### config.mk
export PLATFORM = sky130hd
export DESIGN_NAME = player_move_input
export DESIGN_NICKNAME = d
export VERILOG_FILES = /design/src/rtl/player_input_pkg.sv /design/src/rtl/btn_debounce.sv /design/src/rtl/player_move_input.sv
export SDC_FILE = /design/constraint.sdc
export NUM_CORES = 1
export LEC_CHECK = 0
export ABC_AREA = 1
export BUFFER_PORTS_ARGS = -buffer_cell sky130_fd_sc_hd__clkbuf_2
export CAP_MARGIN = 30
export CORE_UTILIZATION = 25
export CTS_CLUSTER_SIZE = 16
export DETAILED_ROUTE_END_ITERATION = 10
export PLACE_DENSITY_LB_ADDON = 0.12
export SETUP_SLACK_MARGIN = 0.5
export SLEW_MARGIN = 20
export SYNTH_ARGS = -nofsm -noshare
export SYNTH_HDL_FRONTEND = slang
export SYNTH_SLANG_ARGS = --single-unit
### constraint.sdc
create_clock -name clk -period 1.2 [get_ports clk]
set_input_delay 0.18 -clock clk [delete_from_list [all_inputs] [get_ports clk]]
set_output_delay 0.18 -clock clk [all_outputs]
set_load 0.01 [all_outputs]
### src/rtl/player_input_pkg.sv
// Shared types and default sizing for the player move input block.
package player_input_pkg;

    localparam int unsigned DEF_NUM_PLAYERS  = 2;
    localparam int unsigned DEF_COL_W        = 3;
    localparam int unsigned DEF_NUM_COLS     = 7;
    localparam int unsigned DEF_DEBOUNCE_CYC = 16;

    typedef enum logic [0:0] {
        ST_IDLE = 1'b0,
        ST_HOLD = 1'b1
    } state_e;

    // Width of an index over n items, never narrower than one bit.
    function automatic int unsigned idx_width(input int unsigned n);
        return (n > 1) ? $clog2(n) : 1;
    endfunction

endpackage

### src/rtl/btn_debounce.sv
// One player's input path: synchronize button and switches, debounce the
// button level, and pulse press_o for one cycle on a debounced press.
module btn_debounce
    import player_input_pkg::*;
#(
    parameter int unsigned COL_W        = DEF_COL_W,
    parameter int unsigned DEBOUNCE_CYC = DEF_DEBOUNCE_CYC
) (
    input  logic             clk,
    input  logic             rst,
    input  logic             btn_n_i,
    input  logic [COL_W-1:0] sw_i,
    output logic             press_o,
    output logic [COL_W-1:0] col_o
);

    localparam int unsigned     CNT_W    = $clog2(DEBOUNCE_CYC + 1);
    localparam logic [CNT_W-1:0] CNT_LAST = CNT_W'(DEBOUNCE_CYC - 1);

    logic             btn_meta_q, btn_sync_q;
    logic [COL_W-1:0] sw_meta_q, sw_sync_q;
    logic             level_q, level_d;
    logic [CNT_W-1:0] cnt_q, cnt_d;
    logic             press_q, press_d;

    // Two-flop synchronizers; reset to the released / all-ones level.
    always_ff @(posedge clk) begin
        if (rst) begin
            btn_meta_q <= 1'b1;
            btn_sync_q <= 1'b1;
            sw_meta_q  <= '1;
            sw_sync_q  <= '1;
        end else begin
            btn_meta_q <= btn_n_i;
            btn_sync_q <= btn_meta_q;
            sw_meta_q  <= sw_i;
            sw_sync_q  <= sw_meta_q;
        end
    end

    // Level flips only after DEBOUNCE_CYC consecutive differing cycles; a
    // press is the high-to-low flip, so release never generates an event.
    always_comb begin
        level_d = level_q;
        cnt_d   = '0;
        press_d = 1'b0;
        if (btn_sync_q != level_q) begin
            if (cnt_q == CNT_LAST) begin
                level_d = btn_sync_q;
                press_d = level_q;
            end else begin
                cnt_d = cnt_q + CNT_W'(1);
            end
        end
    end

    // Debounce state registers.
    always_ff @(posedge clk) begin
        if (rst) begin
            level_q <= 1'b1;
            cnt_q   <= '0;
            press_q <= 1'b0;
        end else begin
            level_q <= level_d;
            cnt_q   <= cnt_d;
            press_q <= press_d;
        end
    end

    assign press_o = press_q;
    assign col_o   = sw_sync_q;

endmodule

### src/rtl/player_move_input.sv
// Captures a column move from the player whose turn it is and holds it
// until the consumer handshakes; all other confirm presses pulse reject.
module player_move_input
    import player_input_pkg::*;
#(
    parameter int unsigned NUM_PLAYERS  = DEF_NUM_PLAYERS,
    parameter int unsigned COL_W        = DEF_COL_W,
    parameter int unsigned NUM_COLS     = DEF_NUM_COLS,
    parameter int unsigned DEBOUNCE_CYC = DEF_DEBOUNCE_CYC
) (
    input  logic                                  clk,
    input  logic                                  rst,
    input  logic [NUM_PLAYERS-1:0]                btn_confirm,
    input  logic [NUM_PLAYERS*COL_W-1:0]          switches,
    input  logic [idx_width(NUM_PLAYERS)-1:0]     turn,
    input  logic                                  enable,
    output logic                                  move_valid,
    input  logic                                  move_ready,
    output logic [COL_W-1:0]                      move_col,
    output logic [idx_width(NUM_PLAYERS)-1:0]     move_player,
    output logic                                  reject
);

    localparam int unsigned TURN_W = idx_width(NUM_PLAYERS);

    logic [NUM_PLAYERS-1:0] press;
    logic [COL_W-1:0]       col [NUM_PLAYERS];

    logic                   turn_press;
    logic                   other_press;
    logic [COL_W-1:0]       turn_col;
    logic                   col_ok;

    state_e                 state_q, state_d;
    logic                   valid_q, valid_d;
    logic [COL_W-1:0]       col_q, col_d;
    logic [TURN_W-1:0]      player_q, player_d;
    logic                   reject_q, reject_d;

    for (genvar p = 0; p < NUM_PLAYERS; p++) begin : g_player
        btn_debounce #(
            .COL_W        (COL_W),
            .DEBOUNCE_CYC (DEBOUNCE_CYC)
        ) u_debounce (
            .clk     (clk),
            .rst     (rst),
            .btn_n_i (btn_confirm[p]),
            .sw_i    (switches[p*COL_W +: COL_W]),
            .press_o (press[p]),
            .col_o   (col[p])
        );
    end

    // Split this cycle's presses into the turn player's and everyone else's.
    always_comb begin
        turn_press  = 1'b0;
        turn_col    = '0;
        other_press = 1'b0;
        for (int unsigned p = 0; p < NUM_PLAYERS; p++) begin
            if (TURN_W'(p) == turn) begin
                turn_press = press[p];
                turn_col   = col[p];
            end else begin
                other_press = other_press | press[p];
            end
        end
    end

    assign col_ok = (32'(turn_col) < NUM_COLS);

    // Next state and output values; a single reject covers all discards.
    always_comb begin
        state_d  = state_q;
        valid_d  = valid_q;
        col_d    = col_q;
        player_d = player_q;
        reject_d = 1'b0;
        case (state_q)
            ST_IDLE: begin
                if (turn_press && enable && col_ok) begin
                    state_d  = ST_HOLD;
                    valid_d  = 1'b1;
                    col_d    = turn_col;
                    player_d = turn;
                    reject_d = other_press;
                end else begin
                    reject_d = turn_press | other_press;
                end
            end
            ST_HOLD: begin
                reject_d = turn_press | other_press;
                if (move_ready) begin
                    state_d = ST_IDLE;
                    valid_d = 1'b0;
                end
            end
            default: begin
                state_d = ST_IDLE;
                valid_d = 1'b0;
            end
        endcase
    end

    // State and output registers.
    always_ff @(posedge clk) begin
        if (rst) begin
            state_q  <= ST_IDLE;
            valid_q  <= 1'b0;
            col_q    <= '0;
            player_q <= '0;
            reject_q <= 1'b0;
        end else begin
            state_q  <= state_d;
            valid_q  <= valid_d;
            col_q    <= col_d;
            player_q <= player_d;
            reject_q <= reject_d;
        end
    end

    assign move_valid  = valid_q;
    assign move_col    = col_q;
    assign move_player = player_q;
    assign reject      = reject_q;

endmodule

Word level (Yosys, flattened, before mapping)
Index checks and enable logic that the tools add are counted.
{ "totals": {"regBits": 37, "in_bits": 13, "output_inout_bits": 6, "wordCells": 57} }
{ "classes": {"add_sub_neg": 2, "n_lt_le_gt_ge": 1, "eq_ne": 6, "mux": 12, "bitwise_logic": 7, "n_reduce_logical": 10} }
{ "op_table": {"columns": ["op", "count"], "rows": [
  ["OR reduction 3 bit", 4],
  ["adder 5 x 1 -> 5 bit (second input constant)", 2],
  ["== test 5 x 4 -> 1 bit (second input constant)", 2],
  ["2-to-1 mux 1 bit", 8],
  ["AND reduction 2 bit", 4],
  ["one-hot mux 1 bit (2 select lines)", 3],
  ["inverter 1 bit", 5],
  ["inequality test 2 bit (second input constant)", 2],
  ["< comparator 3 bit (second input constant)", 1],
  ["2-to-1 mux 3 bit", 1],
  ["logical AND 1 bit", 2],
  ["inequality test 1 bit", 2],
  ["bitwise OR 1 bit", 2]
]} }

Depth between registers and ports, before layout
Gate-level depths: netlist (run 1).
{ "logic_depth": {"word_depth": 6, "ltp_mapped": 8, "ltp_nobuf": 8} }

Hierarchy
A second synthesis (run 1) with hierarchy kept.
{ "hier_totals": {"hier_cells": 152, "hier_area_um2": 1401.3} }
{ "modules_own_cells": {"columns": ["module", "n_inst", "cells_per_inst", "area_each_um2", "seq_area_each_um2"], "rows": [
  ["btn_debounce", 2, 51, 505.5, 300.3],
  ["player_move_input", 1, 50, 390.4, 140.1]
]} }

Worst setup path before layout (run 1)
OpenSTA, ideal clock, no wires.
{ "synth_timing": {"kind": "register to register", "startpoint": "reg g_player[1].u_debounce.cnt_q[0]", "endpoint": "reg g_player[1].u_debounce.cnt_q[3]", "setup_time_ns": 0.058, "arrival_time_ns": 1.272, "required_ns": 1.142, "slack_ns": -0.130, "stages_incl_launch_ff": 9, "path_buffers": 0, "synth_period_minus_slack_ns": 1.330, "path_cell_list": "dfxtp_1 ha_1 nand2_1 nor2_1 ha_1 nor2_1 nand3_1 a21oi_1 o21a_1"} }
{ "synth_between": {"elab_chain_cells": 2} }
{ "synth_lines": {"columns": ["element", "line_no", "text"], "rows": [
  ["start: declaration", "btn_debounce.sv:23", "logic [CNT_W-1:0] cnt_q, cnt_d;"],
  ["start signal: assignment", "btn_debounce.sv:65", "cnt_q <= cnt_d;"],
  ["parallel branches: the longest is 2 deep, another holds adder 5 x 1 -> 5 bit", null, null]
]} }
Parallel ways; which one is timed is not known.
A chain may end at the register's enable or synchronous reset.

Worst setup path in the final report (run 1)
{ "layout_timing": {"startpoint": "reg g_player[1].u_debounce.cnt_q[1]", "endpoint": "reg g_player[1].u_debounce.cnt_q[0]"} }
{ "layout_between": {"elab_chain_cells": 2} }
{ "layout_lines": {"columns": ["element", "line_no", "text"], "rows": [
  ["== test 5 x 4 -> 1 bit", "btn_debounce.sv:48", "if (cnt_q == CNT_LAST) begin"],
  ["OR reduction 3 bit (no source line)", null, null]
]} }
Every way passes these cells.

==> results of run 1 <==
==> cell families after synthesis <==
| group | synth area share (%) |
|---|---|
| AOI/OAI and AO/OA | 5.405 |
| xor gates and xnor gates | 0.6525 |
| adders and majority gates | 3.728 |
| buffers and inverters | 6.617 |
| DFF | 55.17 |
| and+or+nand+nor | 28.43 |
==> through the flow <==
step	setup WS [ps]	instances	hold WS, ps
floorplan	-10.91	149	283.8
finish	-47.46	258	73.01
CTS	-52.92	253	58.93
global route	-126.2	258	66.78
detailed placement	-42.83	239	365.1
global placement	-10.76	239	362.8
==> state kept, by name, summed over array words and instances, names as in the netlist <==
register,cells
move_player,1
g_player.u_debounce.cnt_q,10
move_col,3
g_player.u_debounce.btn_sync_q,2
g_player.u_debounce.level_q,2
move_valid,1
g_player.u_debounce.col_o,6
reject,1
g_player.u_debounce.press_o,2
g_player.u_debounce.sw_meta_q,6
state_q,1
g_player.u_debounce.btn_meta_q,2
==> timing repair <==
item | 4_1_cts | 5_1_grt
pin swaps | 2 | 13
endpoints found under the hold margin | 0 | 0
endpoints found under the setup margin | 27 | 29
setup buffers | 6 | 5
resized for setup | 14 | 48
==> worst max-delay path: cells and delay by family (launching register included) <==
kind                     cells  cell delay (ps)
adder cells (fa/ha/maj)      2              340
AND/OR/NAND/NOR              5              360
buffers and inverters        1              160
flip-flops                   1              340
==> metal layers <==
| metal | vias to the layer above | wire length [um] | GRT usage, % |
|---|---|---|---|
| met5 | - | 0 | 0 |
| met4 | 0 | 56 | 6.173 |
| met3 | 6 | 135 | 4.016 |
| met2 | 23 | 1221 | 13.89 |
| met1 | 457 | 1055 | 10.46 |
| li1 | 542 | - | - |
==> cells in the mapped netlist <==
cell type / count
nor2_1: 11
xor2_1: 1
dfxtp_1: 37
nand2_1: 24
nand2_2: 4
a21oi_1: 9
nand3_1: 9
or2_2: 16
ha_1: 4
nand3_4: 1
nor2_8: 1
nand4_1: 1
o21a_1: 1
o21ai_0: 4
nand2_4: 1
nor3b_1: 2
inv_4: 1
inv_1: 17
clkbuf_1: 2
buf_6: 1
nor3_1: 2
==> layout make-up <==
type / count / area, um2
repair buffers: 34 / 245.2
flip-flops and latches: 37 / 757.0
inverters: 18 / 70.07
multi-input cells: 91 / 729.5
well taps: 70 / 87.58
fillers: 572 / 3149
clock buffers: 7 / 96.34
clock inverters: 1 / 5.005
==> where the power goes <==
group | internal [uW] | switching [uW]
sequential | 1270 | 15.9
combinational | 94.5 | 108
clock | 519 | 414
==> worst max path at each step <==
stage,slack (ps),start,cells past startpoint,endpoint
2_1_floorplan,-10,g_player[1].u_debounce.cnt_q[0],8,g_player[1].u_debounce.cnt_q[3]
3_3_place_gp,-10,g_player[1].u_debounce.cnt_q[1],8,g_player[1].u_debounce.cnt_q[3]
3_5_place_dp,-40,g_player[1].u_debounce.cnt_q[1],8,g_player[1].u_debounce.cnt_q[0]
4_1_cts,-50,g_player[1].u_debounce.cnt_q[1],8,g_player[1].u_debounce.cnt_q[0]
5_1_grt,-130,g_player[1].u_debounce.cnt_q[1],8,g_player[1].u_debounce.cnt_q[3]
6_report,-50,g_player[1].u_debounce.cnt_q[1],8,g_player[1].u_debounce.cnt_q[0]
==> impl_results.md, run 1 <==
* Skew-Pair Late Insertion Delay at 280 ps
* Die area at 0.005667 mm2
* Outcome: finished, violations left
* Hold crit path type: primary input to register
* Htree depth at 2
* Relative slew slack at 84.04%
* Worst reg-to-reg setup slack at -50 ps
* Most frequent cells in the layout: dfxtp_1 (24), buf_4 (15), inv_1 (14), or2_2 (14), dfxtp_2 (13)
* Hold path endpoint: g_player[0].u_debounce.btn_meta_q
* Number of global-route vias before repair at 860
* Post-Synthesis Net Count at 166
* Synth top area share at 55.17%
* Crit-path cells: ha_4, nand2_2, nor2_2, ha_2, nor2_2, nand3_2, buf_6, nor2_4
* Util after Layout at 38.73%
* Leak at 0.0008054 uW
* Slew Viols, Final at 0
* TritonCTS buffer count at 5
* Peak VDD IR at 0.4876 mV
* Post-Route WL at 2468 um
* Critical Path Fanout Max at 3
* GRT Total Usage at 9.180%
* Port Buf Inserts at 18
* Worst-margin pin slew at 239.4 ps
* Hold-critical path depth at 2
* Chip height at 75.28 um
* Syn Area/Cell at 9.010 um2
* Post-synthesis cell count at 149
* Clk sinks at 37
* Final Hold Vio Count at 0
* Total grt overflow at 0
* Worst Hold Launch: btn_confirm[0]
* Area Growth Syn to Fin at 48.28%
* Initial DRC Count at 18
* Post-CTS Hold Buffers at 0
* R2r startpoint: g_player[1].u_debounce.cnt_q[1]
* Worst-path clk slew at 70 ps
* Site Rows at 26
* Worst EP arrival at 1470 ps
* Initial Util at 26.12%
* Placed Area at 0.001619 mm2
* DR DRC count at 0
* Critical path's most frequent cell: nor2_2
* Yosys warns at 0
* Period utilization at 104.0%
* Worst setup margin at -47.46 ps
* FF-to-FF End: g_player[1].u_debounce.cnt_q[0]
* Synth area leaders: dfxtp_1 (55%), or2_2 (7.5%), nand2_1 (6.7%)
* Leading cell type in the layout, fill and taps excluded: dfxtp_1
* Setup TNS at -240.4 ps
* Final Total Pwr at 2417 uW
* Final net count at 204
* Setup Viol. Count Final at 7
* First-pass GRT wire length at 3663 um
* Netlist cell types at 21
* Slowest-stage cell, CP: dfxtp_2
* Clock skew at 2.740 ps
* Largest net degree at the start of global routing at 18
* Vias per cell at 3.984
* Maximum clock rate at 801.6 MHz
* Core Box Area at 0.005140 mm2
* PwrDens at 1214 mW/mm2
* Sequential area share after synthesis at 55.17%
* DRT antenna net count at 0
* Avg WL per Cell at 9.566 um
* Worst endpoint required time at 1420 ps
* Post-synth top area cell: dfxtp_1
* Worst path max stage delay at 340 ps
* CP Capture Type: register
* MaxCap Viol Count at 0
* Router iterations before antenna repair at 4
* Path depth of the worst reg2reg path at 8
* IO Count at 19
* Routed vias at 1,028
* Antenna cells at 0
* Crit path time final at 1247 ps
* Layout cells sized above 1 at 65.96%
* Critical Path Start Type: register
* Clk buf depth at 2
* Die width at 75.28 um
* Root Driver: clkbuf_8
* TritonCTS clock tree: done
* Initial antenna violation count at 0
* RSZ-0062 raised after global routing: true
* Failing checks: setup timing
* Final GP Congestion at 0.7321
* Synth Cell Area at 0.001343 mm2
* Critical path class: register to register
* #FFs+latches synth at 37
* Detail Placement HPWL at 1639 um
* Fin area at 0.001991 mm2
Note: power is estimated with default switching activity, not from simulation.
==> run 2: changes to the inputs <==
Settings changed: REMOVE_ABC_BUFFERS from default to 1.
==> run 2 against run 1 <==
The run still ends with setup timing left. Combinational power increased by 9%. Register-to-register slack got worse by 70 ps. Sequential cell count unchanged. Utilization increased by 2.8 points. Fmax decreased by 5.1%. Setup slack got worse by 67 ps. Power decreased by 1.3%. Sequential share of layout area decreased by 2.6 points. Critical endpoint is now g_player[1].u_debounce.cnt_q[2]. Highest routed layer unchanged.
==> impl_results.md, run 2 (same netlist as run 1, synthesis figures left out) <==
* Outcome: finished, violations left
* Sw Share at 23.43%
* Leak at 0.0008988 uW
* Vias per cell at 4.011
* Number of global-route vias before repair at 1,027
* RSZ-0062 raised after global routing: true
* Gate power share at 9.2%
* Peak VDD IR at 0.6110 mV
* Post-Route WL at 2748 um
* PwrDens at 1119 mW/mm2
* Port Buf Inserts at 18
* Layout cells sized above 1 at 67.35%
* GRT Total Usage at 11.00%
* Total grt overflow at 0
* Final Hold Vio Count at 0
* Worst setup margin at -114.7 ps
* Detail Placement HPWL at 1607 um
* Root Driver: clkbuf_8
* Chip height at 75.28 um
* R2r startpoint: g_player[1].u_debounce.cnt_q[1]
* Fillers at 537
* Met2 Use GR at 19.84%
* Final GP Congestion at 0.6942
* Clk sinks at 37
* IO Count at 19
* Most frequent cells in the layout: dfxtp_1 (25), buf_4 (17), or2_2 (16)
* Hold crit path type: primary input to register
* Crit path time final at 1315 ps
* Int Pwr at 1827 uW
* DRT antenna net count at 0
* TritonCTS clock tree: done
* Final Total Pwr at 2386 uW
* Critical Path Fanout Max at 2
* Critical path class: register to register
* Routed vias at 1,067
* Worst-margin pin slew at 261.7 ps
* Router iterations before antenna repair at 4
* Site Rows at 26
* Clock skew at 11.63 ps
* Avg WL per Cell at 10.33 um
* Failing checks: setup timing
* Die area at 0.005667 mm2
* Flop pwr share at 53.8%
* Worst Hold Margin at 65.03 ps
* Post-placement setup slack at -149.1 ps
* Fin area at 0.002132 mm2
* Skew-Pair Late Insertion Delay at 290 ps
* Worst-path clk slew at 80 ps
* Initial antenna violation count at 0
* Number of flip-flops in the largest register at 10
* Critical Path Start Type: register
* Period utilization at 109.6%
* Final net count at 213
* Largest net degree at the start of global routing at 15
* TritonCTS buffer count at 5
* Leading cell type in the layout, fill and taps excluded: dfxtp_1
* DR DRC count at 0
* Antenna cells at 0
* Maximum clock rate at 760.6 MHz
* CP Launch Point: g_player[1].u_debounce.cnt_q[1]
* Initial DRC Count at 26
* Die width at 75.28 um
* First-pass GRT wire length at 4429 um
* Area Growth Syn to Fin at 58.81%
* Met1 usage at 10.87%
* Worst endpoint required time at 1370 ps
* Worst Hold Launch: switches[0]
* Net Sw Power at 559.0 uW
* Largest Register: g_player.u_debounce.cnt_q
* Setup TNS at -565.8 ps
* CP Capture Type: register
* Relative slew slack at 82.49%
* Setup Viol. Count Final at 10
* MaxCap Viol Count at 0
* GRT busiest layer: met2
* Met3 usage at 4.418%
* Initial Util at 26.12%
* Clock share of power at 37.0%
* Htree depth at 2
* Worst EP arrival at 1490 ps
* Placed Area at 0.001562 mm2
* Slew Viols, Final at 0
* Core Box Area at 0.005140 mm2
* Clk buf depth at 2
[run 2: final cells by class]
| class | count | area [um2] | area share (%) |
|---|---|---|---|
| Multi-Input combinational cell | 91 | 783.3 | 36.74 |
| Clock inverter | 1 | 7.507 | 0.3521 |
| Sequential cell | 37 | 755.7 | 35.45 |
| Tap cell | 70 | 87.58 | 4.108 |
| Clock buffer | 6 | 82.58 | 3.873 |
| Inverter | 18 | 70.07 | 3.286 |
| Timing Repair Buffer | 43 | 345.3 | 16.20 |
[run 2: layer usage]
metal / up-vias / share of wire, %
met5: - / 0
met4: 0 / 2.0
met3: 6 / 4.7
met2: 21 / 52
met1: 484 / 41
li1: 556 / -
[run 2: critical path, cell delays in order, from the launching register on]
cell     delay, ps
dfxtp_2        350
ha_4           150
nand2_4         60
buf_6          120
buf_6          100
buf_6          100
buf_6          100
buf_6           90
nor3b_2        130
[run 2: what timing repair did]
action                                  in CTS  in global routing
endpoints found under the setup margin      27                 27
hold buffers                                 0                  0
pin swaps                                   11                 15
setup buffers                               10                  7
resized for setup                           44                 55
[run 2: per-stage QoR]
stage	util [%]	cells
floorplan	-	146
finish	41.48	266
CTS	36.15	259
global route	41.48	266
detailed placement	30.38	242
global placement	30.38	242
[run 2: final timing paths]
kind	to	slack, ps	depth (start not counted)
hold / removal	g_player[0].u_debounce.sw_meta_q[0]	70	2
setup reg to reg	g_player[1].u_debounce.cnt_q[2]	-110	8
setup / recovery	g_player[1].u_debounce.cnt_q[2]	-110	8
hold reg to reg	g_player[0].u_debounce.col_o[1]	410	1
[run 2: power groups by stage]
stage	combinational (uW)	sequential, uW	clock (uW)
global route	243	1290	966
CTS	168	1280	914
detailed placement	151	1300	0
finish	221	1280	882
floorplan	84.3	1310	0
global placement	149	1300	0
